--- src/rtl/wb_stage_pkg.sv ---
// Shared types and constants for the writeback stage.
// Widths, load funct3 codes, FSM encoding, latched bundle.
package wb_stage_pkg;

  localparam int BUS_64  = 64;
  localparam int REG_BUS = 64;
  localparam int REG_AW  = 5;

  localparam logic [2:0] F3_LB  = 3'b000;
  localparam logic [2:0] F3_LH  = 3'b001;
  localparam logic [2:0] F3_LW  = 3'b010;
  localparam logic [2:0] F3_LD  = 3'b011;
  localparam logic [2:0] F3_LBU = 3'b100;
  localparam logic [2:0] F3_LHU = 3'b101;
  localparam logic [2:0] F3_LWU = 3'b110;

  typedef enum logic [1:0] {
    ST_IDLE  = 2'd0,
    ST_WRITE = 2'd1,
    ST_DONE  = 2'd2
  } wb_state_e;

  typedef struct packed {
    logic [BUS_64-1:0]  pc;
    logic [31:0]        inst;
    logic [REG_AW-1:0]  rd;
    logic               rd_wen;
    logic               mem_ren;
    logic [2:0]         funct3;
    logic [2:0]         addr;
    logic [REG_BUS-1:0] exe;
    logic [BUS_64-1:0]  rdata;
  } wb_lat_t;

endpackage

--- src/rtl/wb_stage_load_ext.sv ---
// Load lane select and sign/zero extension (combinational).
// In: funct3_i, addr_i[2:0], rdata_i. Out: data_o.
module wb_stage_load_ext
  import wb_stage_pkg::*;
(
  input  logic [2:0]  funct3_i,
  input  logic [2:0]  addr_i,
  input  logic [63:0] rdata_i,
  output logic [63:0] data_o
);

  logic [63:0] lane;

  assign lane = rdata_i >> {addr_i, 3'b000};

  always_comb begin
    data_o = '0;
    unique case (funct3_i)
      F3_LB:   data_o = {{56{lane[7]}}, lane[7:0]};
      F3_LH:   data_o = {{48{lane[15]}}, lane[15:0]};
      F3_LW:   data_o = {{32{lane[31]}}, lane[31:0]};
      F3_LD:   data_o = lane;
      F3_LBU:  data_o = {56'd0, lane[7:0]};
      F3_LHU:  data_o = {48'd0, lane[15:0]};
      F3_LWU:  data_o = {32'd0, lane[31:0]};
      default: data_o = '0;
    endcase
  end

endmodule

--- src/rtl/wb_stage.sv ---
// Writeback stage: latch, write rf, count retires, handshake out.
// Ports: memoryed req/ack in, writebacked req/ack out, rf write, pc/inst/count.
module wb_stage
  import wb_stage_pkg::*;
#(
  parameter int          XLEN        = 64,
  parameter logic [63:0] RETIRE_INIT = 64'd0
) (
  input  logic            clk,
  input  logic            rst,
  input  logic            wb_memoryed_req_i,
  output logic            wb_memoryed_ack_o,
  output logic            wb_writebacked_req_o,
  input  logic            wb_writebacked_ack_i,
  input  logic [XLEN-1:0] wb_pc_i,
  input  logic [31:0]     wb_inst_i,
  input  logic [4:0]      wb_rd_i,
  input  logic            wb_rd_wen_i,
  input  logic [XLEN-1:0] wb_exe_data_i,
  input  logic            wb_mem_ren_i,
  input  logic [2:0]      wb_mem_funct3_i,
  input  logic [XLEN-1:0] wb_mem_addr_i,
  input  logic [XLEN-1:0] wb_mem_rdata_i,
  output logic            rf_wen_o,
  output logic [4:0]      rf_waddr_o,
  output logic [XLEN-1:0] rf_wdata_o,
  output logic [XLEN-1:0] wb_pc_o,
  output logic [31:0]     wb_inst_o,
  output logic [XLEN-1:0] wb_retire_cnt_o
);

  wb_state_e   state_q, state_d;
  wb_lat_t     lat_q, lat_d;
  logic [63:0] cnt_q, cnt_d;
  logic [63:0] ld_data;
  logic        unused_addr;

  assign unused_addr = ^wb_mem_addr_i[XLEN-1:3];

  wb_stage_load_ext u_load_ext (
    .funct3_i (lat_q.funct3),
    .addr_i   (lat_q.addr),
    .rdata_i  (lat_q.rdata),
    .data_o   (ld_data)
  );

  always_comb begin
    state_d = state_q;
    lat_d   = lat_q;
    cnt_d   = cnt_q;
    unique case (state_q)
      ST_IDLE: begin
        if (wb_memoryed_req_i) begin
          lat_d.pc      = wb_pc_i;
          lat_d.inst    = wb_inst_i;
          lat_d.rd      = wb_rd_i;
          lat_d.rd_wen  = wb_rd_wen_i;
          lat_d.mem_ren = wb_mem_ren_i;
          lat_d.funct3  = wb_mem_funct3_i;
          lat_d.addr    = wb_mem_addr_i[2:0];
          lat_d.exe     = wb_exe_data_i;
          lat_d.rdata   = wb_mem_rdata_i;
          state_d       = ST_WRITE;
        end
      end
      ST_WRITE: begin
        cnt_d   = cnt_q + 64'd1;
        state_d = ST_DONE;
      end
      ST_DONE: begin
        if (wb_writebacked_ack_i) state_d = ST_IDLE;
      end
      default: state_d = ST_IDLE;
    endcase
  end

  always_ff @(posedge clk) begin
    if (rst) begin
      state_q <= ST_IDLE;
      lat_q   <= '0;
      cnt_q   <= RETIRE_INIT;
    end else begin
      state_q <= state_d;
      lat_q   <= lat_d;
      cnt_q   <= cnt_d;
    end
  end

  // Gated by rst so a reset landing in WRITE never commits to the rf.
  assign rf_wen_o = (state_q == ST_WRITE) && lat_q.rd_wen
                    && (lat_q.rd != 5'd0) && !rst;

  assign wb_memoryed_ack_o    = (state_q == ST_IDLE);
  assign wb_writebacked_req_o = (state_q == ST_DONE);
  assign rf_waddr_o           = lat_q.rd;
  assign rf_wdata_o = lat_q.mem_ren ? ld_data : lat_q.exe;
  assign wb_pc_o              = lat_q.pc;
  assign wb_inst_o            = lat_q.inst;
  assign wb_retire_cnt_o      = cnt_q;

endmodule

--- config.mk ---
export PLATFORM = sky130hd
export DESIGN_NAME = wb_stage
export DESIGN_NICKNAME = d
export VERILOG_FILES = /design/src/rtl/wb_stage_pkg.sv /design/src/rtl/wb_stage_load_ext.sv /design/src/rtl/wb_stage.sv
export SDC_FILE = /design/constraint.sdc
export NUM_CORES = 1
export LEC_CHECK = 0
export BUFFER_PORTS_ARGS = -buffer_cell sky130_fd_sc_hd__buf_4
export CORE_AREA = 2 2 206 208
export DETAILED_ROUTE_END_ITERATION = 12
export DIE_AREA = 0 0 208 210
export GPL_TIMING_DRIVEN = 0
export SLEW_MARGIN = 20
export SYNTH_ARGS = -nofsm -noshare
export SYNTH_HDL_FRONTEND = slang
export SYNTH_SLANG_ARGS = --single-unit
--- constraint.sdc ---
create_clock -name clk -period 2.55 [get_ports clk]
set_input_delay 0.1275 -clock clk [delete_from_list [all_inputs] [get_ports clk]]
set_output_delay 0.1275 -clock clk [all_outputs]
set_load 0.1 [all_outputs]
==> results.json <==
{
  "status": "finished, violations left",
  "violations": "negative setup slack",
  "slowest_delay_ps": 370,
  "holdCritStartpoint": "wb_memoryed_req_i",
  "clockBufferDepth": 3,
  "fmax_mhz": 353,
  "p_leak_nw": 10.6,
  "dpl.hpwl_um": 48400,
  "routabilityCongestion": 1.01,
  "setup_viol": 62,
  "drt-initial-drc-count": 1006,
  "rsz0062_at_grt": "yes",
  "finalCriticalPeriod_ps": 2840,
  "p_per_area_nw_per_um2": 603,
  "drtPass1Iterations": 5,
  "ant_nets": 0,
  "fin_crit_sh": 1.11,
  "start_kind": "register",
  "viasPerCell": 5.15,
  "synth_top_area_cell": "dfxtp_1",
  "grt_pass1_wl_um": 99300,
  "clock_latency_ps": 560,
  "synth_nets": 2174,
  "syn_area_um2": 14300,
  "path_clk_slew_ps": 60,
  "grt_max_degree": 13,
  "ys_seq_area_frac": 0.423,
  "nets": 2994,
  "post_synth_inst_count": 1871,
  "fin_ws_ps": -285,
  "r2r_cells": 7,
  "hold_path_depth": 5,
  "drc": 0,
  "numCtsBuffers": 35,
  "worst_r2r_startpoint": "wb_retire_cnt_o[2]",
  "wl_per_cell_um": 20.5,
  "worstSetupEndpointType": "primary output",
  "path_cells": "buf_12 > buf_12 > buf_8 > buf_12 > buf_12 > mux2i_4 > a211oi_2 > a31o_2 > a221o_1 > buf_12",
  "h-tree-depth": 2,
  "port_buffers": 471,
  "syn_avg_cell_area_um2": 7.67,
  "std_cell_rows": 75,
  "place_inst": 2881,
  "crit_arrival_ps": 2710,
  "critical_path_class": "register to primary output",
  "coreArea_um2": 41500,
  "cts.sink_count": 303,
  "synth_top_area_frac": 0.423,
  "whs_ps": 226,
  "crit_top_cell": "buf_12",
  "regArea_um2": 6130,
  "grt.total_usage": 0.291,
  "required_ps": 2420,
  "ys_seq_elements": 303,
  "layout-drive-gt1-share": 0.361,
  "die_w_um": 208,
  "relSlewSlack": 0.0891,
  "cts_tree": "done",
  "drv_slew": 0,
  "syn2layout_area_growth_pct": 77.9,
  "async_flop_share": 0,
  "max-vdd-ir-drop_uv": 481,
  "clock-root-buffer": "clkbuf_16",
  "netlist_top_cells_area": "dfxtp_1 42%, nand2_1 14%, a21oi_1 9.9%, buf_4 5.3%, mux2i_1 2.9%",
  "worst_pin_slew_ps": 1370,
  "antenna_found_initial": 8,
  "final_hold_viol_count": 0,
  "crit_fanout": 6,
  "gr-total-overflow": 0,
  "dieArea_um2": 43700,
  "worstHoldPathType": "primary input to register",
  "startpoint": "lat_q[129]",
  "layout_common_cells": "550 x buf_4, 526 x nand2_1, 273 x a21oi_1, 257 x dfxtp_1, 238 x dlygate4sd3_1",
  "die_y_um": 210,
  "cp_slowest_cell": "dfxtp_4",
  "io_pins": 534,
  "wl_um": 67000,
  "multiInputGateArea_um2": 8340,
  "final_common_cell": "buf_4",
  "timing.max_cap.violations": 0,
  "initial_utilization": 0.346,
  "synth_flop_cell": "dfxtp_1",
  "yosysUniqueCellTypes": 60,
  "yosys_warnings": 0,
  "fin_cells": 3260,
  "vias": 16800,
  "grt_pass1_vias": 17000,
  "skew_ps": 22.1,
  "post-route-util": 0.615,
  "fillCellCount": 3468,
  "synth_enable_flop_cells": 0
}
-- per-layer routing --
layer	GRT usage	share of wire	vias up
met4	0.119	0.041	6
met3	0.0644	0.065	160
met2	0.532	0.51	607
met1	0.327	0.38	8094
li1	-	-	7917
met5	0	0.00042	-
-- worst paths after layout --
| path | end | slack (ps) |
|---|---|---|
| worst max-delay path | rf_wdata_o[26] | -290 |
| worst min-delay path | wb_pc_o[41] | 230 |
| worst min register to register | lat_q[72] | 450 |
| worst max register to register | wb_retire_cnt_o[61] | 150 |
-- sequential cells by signal, summed over array words and instances, names as in the netlist --
| signal | flops |
|---|---|
| state_q | 2 |
| rf_waddr_o | 5 |
| wb_retire_cnt_o | 64 |
| wb_pc_o | 64 |
| wb_inst_o | 32 |
| lat_q | 136 |
-- kinds of logic (layout without fill, tap and decap cells) --
kind of cell             Yosys count  count (layout)  synth area share
AO/OA/AOI/OAI                    425             425             0.175
other                              0               5                 0
adder cells (fa/ha/maj)            1               1          0.000872
multiplexers                      58              58            0.0419
XOR/XNOR                          37              37            0.0226
flip-flops                       303             303             0.423
buffers and inverters            251            1096            0.0938
AND/OR/NAND/NOR                  796             796             0.243
-- cell type report --
| type | count | area share |
|---|---|---|
| clock inverters | 13 | 0.00902 |
| multi-input cells | 1317 | 0.327 |
| well taps | 539 | 0.0264 |
| repair buffers | 789 | 0.297 |
| flip-flops and latches | 303 | 0.240 |
| inverters | 20 | 0.00294 |
| diodes | 5 | 0.000490 |
| plain buffers | 225 | 0.0578 |
| clock buffers | 49 | 0.0395 |
-- cell usage after synthesis, drive strengths merged, types with 2 or more instances --
cell	n
a21boi	7
nor2b	20
nand3b	2
clkbuf	104
or4	9
a221o	16
mux2	17
a21oi	283
a32oi	6
inv	20
and4	5
and3	6
o2bb2ai	8
nor3	5
nand3	25
nand2b	6
nor4	8
nand4	34
o31ai	7
nor2	82
xnor2	8
mux2i	41
or3	18
a211o	6
or2	9
a211oi	21
and2	8
buf	127
a31o	7
o221ai	9
xor2	29
a22oi	18
nand4b	3
o21ai	29
dfxtp	303
nand2	551
-- stage by stage --
stage	total power [mW]	worst slack (ps)	setup TNS, ps	area [µm²]
finish	15.4	-285	-12720	25500
global route	15.9	-355	-16510	25500
CTS	15.2	-260	-12290	24700
detailed placement	8.90	-882	-22280	18900
global placement	8.88	-825	-21620	18900
floorplan	7.78	-251	-251	14600
-- where the power goes --
group | total (mW) | switching, mW | leakage, nW | internal (mW)
logic | 4.72 | 2.92 | 7.50 | 1.81
clock network | 5.43 | 2.14 | 0.609 | 3.29
registers | 5.23 | 0.243 | 2.50 | 4.98
-- critical path, delay by kind of cell (launching register included) --
kind,cells,cell delay [ps]
buffers and inverters,6,790
AO/OA/AOI/OAI,3,720
flip-flops,1,370
multiplexers,1,270
-- repair_timing --
| item | 4_1_cts | 5_1_grt |
|---|---|---|
| endpoints found under the hold margin | 238 | 0 |
| buffers inserted | 40 | 35 |
| gates resized for setup | 421 | 121 |
| pin swaps | 48 | 49 |
| hold buffers | 238 | 0 |
| setup endpoints to repair | 65 | 78 |
| gates cloned | 6 | 2 |
Power figures use the tool's default switching activity.
